## src/rtl/udma_i2c_pkg.sv

```systemverilog
// Shared definitions for the uDMA I2C command path: the 4-bit opcode set carried in the
// top nibble of each command word, and the command-arbiter state type.
package udma_i2c_pkg;

  localparam logic [3:0] I2C_CMD_START   = 4'h0;
  localparam logic [3:0] I2C_CMD_WAIT    = 4'h1;
  localparam logic [3:0] I2C_CMD_STOP    = 4'h2;
  localparam logic [3:0] I2C_CMD_RD_ACK  = 4'h4;
  localparam logic [3:0] I2C_CMD_RD_NACK = 4'h6;
  localparam logic [3:0] I2C_CMD_WR      = 4'h8;
  localparam logic [3:0] I2C_CMD_EOT     = 4'h9;
  localparam logic [3:0] I2C_CMD_WAIT_EV = 4'hA;
  localparam logic [3:0] I2C_CMD_RPT     = 4'hC;
  localparam logic [3:0] I2C_CMD_CFG     = 4'hE;

  typedef enum logic [0:0] {
    IDLE   = 1'b0,
    LOCKED = 1'b1
  } arb_state_e;

  // Opcodes that end a bus transaction and therefore release the channel lock.
  function automatic logic is_release_op(input logic [3:0] op);
    return (op == I2C_CMD_STOP) || (op == I2C_CMD_EOT);
  endfunction

endpackage

```

## src/rtl/udma_i2c_rr_pick.sv

```systemverilog
// Combinational round-robin select: picks the first asserted request at or after ptr,
// wrapping modulo NB_REQ, and returns it both one-hot and as an index.
module udma_i2c_rr_pick #(
  parameter int unsigned NB_REQ = 2,
  localparam int unsigned ID_W  = $clog2(NB_REQ)
) (
  input  logic [NB_REQ-1:0] req,
  input  logic [ID_W-1:0]   ptr,
  output logic [NB_REQ-1:0] gnt,
  output logic [ID_W-1:0]   id
);

  always_comb begin
    int unsigned idx;
    logic        found;
    gnt   = '0;
    id    = '0;
    idx   = 0;
    found = 1'b0;
    for (int unsigned k = 0; k < NB_REQ; k++) begin
      idx = (32'(ptr) + k) % NB_REQ;
      if (!found && req[idx]) begin
        found    = 1'b1;
        gnt[idx] = 1'b1;
        id       = ID_W'(idx);
      end
    end
  end

endmodule

```

## src/rtl/udma_i2c_cmd_arbiter.sv

```systemverilog
// Shares the uDMA I2C command channel between NB_REQ requesters, granting whole
// START..STOP/EOT transactions atomically with a stall timeout and a software abort.
module udma_i2c_cmd_arbiter
  import udma_i2c_pkg::*;
#(
  parameter int unsigned NB_REQ = 2,
  parameter int unsigned CMD_W  = 32,
  parameter int unsigned TO_W   = 16,
  localparam int unsigned ID_W  = $clog2(NB_REQ)
) (
  input  logic                    clk_i,
  input  logic                    rst_i,
  input  logic                    abort_i,
  input  logic [TO_W-1:0]         cfg_timeout_i,
  input  logic [NB_REQ*CMD_W-1:0] req_cmd_i,
  input  logic [NB_REQ-1:0]       req_valid_i,
  output logic [NB_REQ-1:0]       req_ready_o,
  output logic [CMD_W-1:0]        cmd_o,
  output logic                    cmd_valid_o,
  input  logic                    cmd_ready_i,
  output logic                    busy_o,
  output logic [ID_W-1:0]         owner_o,
  output logic [NB_REQ-1:0]       done_o,
  output logic                    timeout_o
);

  arb_state_e      state_q, state_d;
  logic [ID_W-1:0] owner_q, owner_d;
  logic [ID_W-1:0] ptr_q, ptr_d;
  logic [TO_W-1:0] cnt_q, cnt_d;

  logic [NB_REQ-1:0] pick_gnt;
  logic [ID_W-1:0]   pick_id;
  logic              pick_any;

  logic [CMD_W-1:0] own_cmd;
  logic             own_valid;
  logic             locked;
  logic             hs;
  logic             rel;
  logic             stall;
  logic [TO_W-1:0]  cnt_inc;
  logic [TO_W-1:0]  cnt_nxt;
  logic             expire;
  logic [ID_W-1:0]  ptr_after_owner;

  udma_i2c_rr_pick #(
    .NB_REQ (NB_REQ)
  ) u_rr_pick (
    .req (req_valid_i),
    .ptr (ptr_q),
    .gnt (pick_gnt),
    .id  (pick_id)
  );

  assign pick_any = |pick_gnt;

  assign locked    = (state_q == LOCKED);
  assign own_cmd   = req_cmd_i[CMD_W*32'(owner_q) +: CMD_W];
  assign own_valid = req_valid_i[owner_q];
  assign hs        = locked && own_valid && cmd_ready_i;
  assign rel       = hs && is_release_op(own_cmd[CMD_W-1 -: 4]);
  // Only an absent owner counts as a stall; downstream backpressure never does.
  assign stall     = locked && !own_valid;

  assign cnt_inc = (&cnt_q) ? cnt_q : cnt_q + 1'b1;
  assign cnt_nxt = hs ? '0 : (stall ? cnt_inc : cnt_q);
  // A normal release in the same cycle wins over expiry.
  assign expire  = locked && !rel && (cfg_timeout_i != '0) && (cnt_nxt >= cfg_timeout_i);

  assign ptr_after_owner = (owner_q == ID_W'(NB_REQ - 1)) ? '0 : owner_q + 1'b1;

  always_comb begin
    cmd_o       = '0;
    cmd_valid_o = 1'b0;
    req_ready_o = '0;
    done_o      = '0;
    timeout_o   = 1'b0;
    busy_o      = locked;
    owner_o     = owner_q;
    if (locked) begin
      cmd_valid_o          = own_valid;
      cmd_o                = own_valid ? own_cmd : '0;
      req_ready_o[owner_q] = cmd_ready_i;
      done_o[owner_q]      = rel && !abort_i;
      timeout_o            = expire && !abort_i;
    end
  end

  always_comb begin
    state_d = state_q;
    owner_d = owner_q;
    ptr_d   = ptr_q;
    cnt_d   = cnt_q;
    unique case (state_q)
      IDLE: begin
        cnt_d = '0;
        if (!abort_i && pick_any) begin
          state_d = LOCKED;
          owner_d = pick_id;
        end
      end
      LOCKED: begin
        cnt_d = cnt_nxt;
        if (abort_i) begin
          state_d = IDLE;
        end else if (rel || expire) begin
          state_d = IDLE;
          ptr_d   = ptr_after_owner;
        end
      end
    endcase
  end

  always_ff @(posedge clk_i) begin
    if (rst_i) begin
      state_q <= IDLE;
      owner_q <= '0;
      ptr_q   <= '0;
      cnt_q   <= '0;
    end else begin
      state_q <= state_d;
      owner_q <= owner_d;
      ptr_q   <= ptr_d;
      cnt_q   <= cnt_d;
    end
  end

endmodule
```

## config.mk

```make
export PLATFORM = sky130hd
export DESIGN_NAME = udma_i2c_cmd_arbiter
export DESIGN_NICKNAME = d
export VERILOG_FILES = /design/src/rtl/udma_i2c_pkg.sv /design/src/rtl/udma_i2c_rr_pick.sv /design/src/rtl/udma_i2c_cmd_arbiter.sv
export SDC_FILE = /design/constraint.sdc
export NUM_CORES = 1
export LEC_CHECK = 0
export ABC_AREA = 0
export CAP_MARGIN = 10
export CORE_UTILIZATION = 30
export DETAILED_ROUTE_END_ITERATION = 16
export DONT_BUFFER_PORTS = 1
export GPL_ROUTABILITY_DRIVEN = 1
export GPL_TIMING_DRIVEN = 0
export HOLD_SLACK_MARGIN = 0.06
export PLACE_DENSITY_LB_ADDON = 0.25
export SYNTH_ARGS = -nofsm -noshare
export SYNTH_HDL_FRONTEND = slang
export SYNTH_HIERARCHICAL = 1
export SYNTH_SLANG_ARGS = --single-unit
```

## constraint.sdc

```tcl
create_clock -name clk_i -period 11.55 [get_ports clk_i]
set_clock_uncertainty 0.2 [all_clocks]
set_input_delay 2.31 -clock clk_i [delete_from_list [all_inputs] [get_ports clk_i]]
set_output_delay 2.31 -clock clk_i [all_outputs]
set_load 0.03 [all_outputs]
```

==> impl_metrics.yaml, run 1 <==
floorplanning:
  rows: 30
  die_h_um: 85.71
  ios: 126
  core_area_mm2: 0.006794
  die_w_um: 85.71
  initial_utilization_pct: 30.94
  dieArea_mm2: 0.007345
worst_setup_path:
  timing.rr.end: "ptr_q"
  crit_path_top_delay_cell: "nor2_1"
  arrival_ps: 5310
  timing.rr.start: "owner_o"
  cp_max_fo: 5
  critical_path_class: "in2out"
  worstPathCellList: "mux2i_4, nand4_1, a21oi_1, nor3b_2, xnor2_1, nor2_1, ha_1, nand4_1, nor4_1, o211ai_1, o211ai_1, nand3_1, nor2_1"
  startpoint_type: "input port"
  required_ps: 9040
  reg2reg_slack_ps: 7610
  slowest_delay_ps: 460
  cp-startpoint: "req_valid_i[0]"
  reg2reg_depth: 14
  end_kind: "primary output"
sta:
  hold_slack_ps: 395.9
  min_period_ps: 7824
  drv_slew: 0
  worst_slew_pin_slew_ps: 687.2
  setup_viol: 0
  hold_viol_final: 0
  fmax_ghz: 0.1278
  rsz0062_at_grt: "false"
  period_share_pct: 67.74
  setup_tns_ps: 0
  slew_headroom_pct: 54.02
power:
  switchingPower_w: 0.00004639
  power_w: 0.0001481
  p_leak_nw: 0.8459
  clock_power_share_pct: 32.1
  power_density_mw_per_mm2: 65.29
  p_seq_share_pct: 45.3
  swShare_pct: 31.32
  p_int_w: 0.0001017
  combPwrFrac_pct: 22.6
  vdd_drop_max_uv: 75.06
clocking:
  cts_tree: "built"
  cts_sinks: 19
  cts.path.max_buffers: 2
  path_clk_slew_ps: 70
  clock_latency_ps: 260
  cts_setup_buffers: 0
  clock-root-buffer: "clkbuf_8"
  ctsHtreeMaxLevel: 1
  cts.repair.resized: 0
  cts_hold_buf: 0
  numCtsBuffers: 3
finish:
  mostFrequentLayoutCells: "nor2_1, mux2i_1, inv_1, dfxtp_1, ha_1"
  drive_above_1_share_pct: 8.451
  antennaDiodeCount: 0
  final_common_cell: "nor2_1"
  fillers: 745
  area_growth_pct: 7.917
  nNetsFinal: 388
logic_synthesis:
  synthArstFlopShare_pct: 0
  synth_top_flop_cell: "dfxtp_1"
  synth_nets: 383
  synth-seq-area-share_pct: 18.10
  ys_types: 48
  yosysWarnings: 6
  synth_area_per_cell_um2: 7.507
  synth-edff-count: 0
  synth_seq_cells: 19
  syn_inst: 280
  netlist_area_mm2: 0.002102
global_routing:
  grt_pass1_wl_um: 8618
  antenna_found_initial: 0
  first_global_vias: 1680
  grt_usage_pct: 15.22
  overflow: 0
  grt_max_degree: 12
hold_path:
  min_to: "cnt_q[1]"
  whs_path_depth: 2
  hold_path.class: "reg2reg"
  min-delay-start: "cnt_q[1]"
detailed_routing:
  drc_errors: 0
  drtIter0Drc: 87
  dr.pass1.iters: 4
  viasPerCell: 5.037
  num_vias: 1914
  wl_per_cell_um: 15.25
  wirelength_um: 5796
  antenna_left: 0
placement:
  hpwlAfterDp_um: 4998
  place_congestion: 0.8127
  io_buffer_count: 0
run_status:
  outcome: "completed"
job:
  maxCapViolations: 0
registers in the layout, indices dropped and copies added (netlist names):
| signal | flops |
|---|---|
| owner_o | 1 |
| busy_o | 1 |
| ptr_q | 1 |
| cnt_q | 16 |
power groups by stage:
stage	Clock, W	Combinational, W	Sequential [W]
final	0.0000475	0.0000335	0.0000671
after global routing	0.0000518	0.0000369	0.0000672
after CTS	0.0000484	0.0000336	0.0000672
after detailed placement	0	0.0000334	0.0000687
after global placement	0	0.0000332	0.0000687
after floorplan	0	0.0000290	0.0000684
worst max-delay path, delay by kind of cell:
kind	cells	cell delay, ps
compound gates	3	740
mux	1	220
xor+xnor	1	190
fa+ha+maj	1	300
simple gates	7	1550
layout make-up:
cell class	instances	area [µm²]	area share (%)
multi-input combinational	225	1574	69.39
sequential	19	380.4	16.77
tap	96	120.1	5.295
inverter	22	82.58	3.640
buffer	14	65.06	2.868
clock buffer	3	41.29	1.820
clock inverter	1	5.005	0.2206
through the flow:
step	instances	cell area [µm²]	setup slack, ps	util (%)
2_1_floorplan	280	2102	4281	-
4_1_cts	380	2268	3697	33.39
5_1_grt	380	2268	3441	33.39
3_5_place_dp	376	2222	3706	32.71
6_report	380	2268	3726	33.39
3_3_place_gp	376	2222	3684	32.71
cell families (layout without fill, tap and decap cells):
logic type / Yosys count / count (layout) / synth area share, %
buffers and inverters: 36 / 40 / 7.024
AO/OA/AOI/OAI: 31 / 31 / 9.940
XOR/XNOR: 11 / 11 / 4.584
flip-flops: 19 / 19 / 18.10
AND/OR/NAND/NOR: 130 / 130 / 32.50
adder cells (fa/ha/maj): 17 / 17 / 10.12
multiplexers: 36 / 36 / 17.74
synth_stat cells, types with 2 or more instances:
cell	number	area (µm²)
nand3b_1	2	15.01
nor3_1	3	15.01
inv_1	22	82.58
nand3_1	6	30.03
nand2b_1	4	25.02
a21oi_1	9	45.04
buf_1	2	7.510
clkbuf_1	7	26.28
ha_1	17	212.7
xor2_1	2	17.52
mux2i_1	35	350.3
a21boi_1	2	15.01
o211ai_1	2	15.01
or3b_1	2	17.52
dfxtp_1	19	380.4
nor3b_2	3	37.54
xnor2_1	9	78.83
nor4_2	3	37.54
nor2_1	70	262.8
nor4_1	6	37.54
and2_1	2	12.51
nand4_1	5	31.28
o21ai_0	5	25.02
nand2_1	12	45.04
nor2b_1	3	18.77
buf_2	4	20.02
a211oi_1	3	22.52
worst max-delay path by stage:
stage	cells past startpoint	endpoint
3_5_place_dp	13	timeout_o
2_1_floorplan	14	timeout_o
4_1_cts	13	timeout_o
3_3_place_gp	13	timeout_o
6_report	13	timeout_o
5_1_grt	13	timeout_o
metal layers:
metal  part of all wire, %  track usage [%]  vias to the layer above
li1                      -                -                      972
met1                    52            23.04                      898
met2                    43            21.96                       42
met3                   4.5            3.176                        2
met4                  0.74            3.182                        0
met5                     0                0                        -
(Power assumes the default switching activity.)
==> run 2, diff against run 1 <==
Clock period 11.55 ns to 6.35 ns, I/O delays scaled along.
==> results of run 2 <==
Same layout as run 1 (identical final DEF). Status: completed.
Main changes from that run: setup slack after placement 3706 ps -> 585.7 ps; setup slack after layout 3726 ps -> 605.5 ps; register-to-register setup slack 7610 ps -> 2410 ps; total power 0.0001481 W -> 0.0002694 W; worst IR drop on VDD 75.06 µV -> 136.5 µV
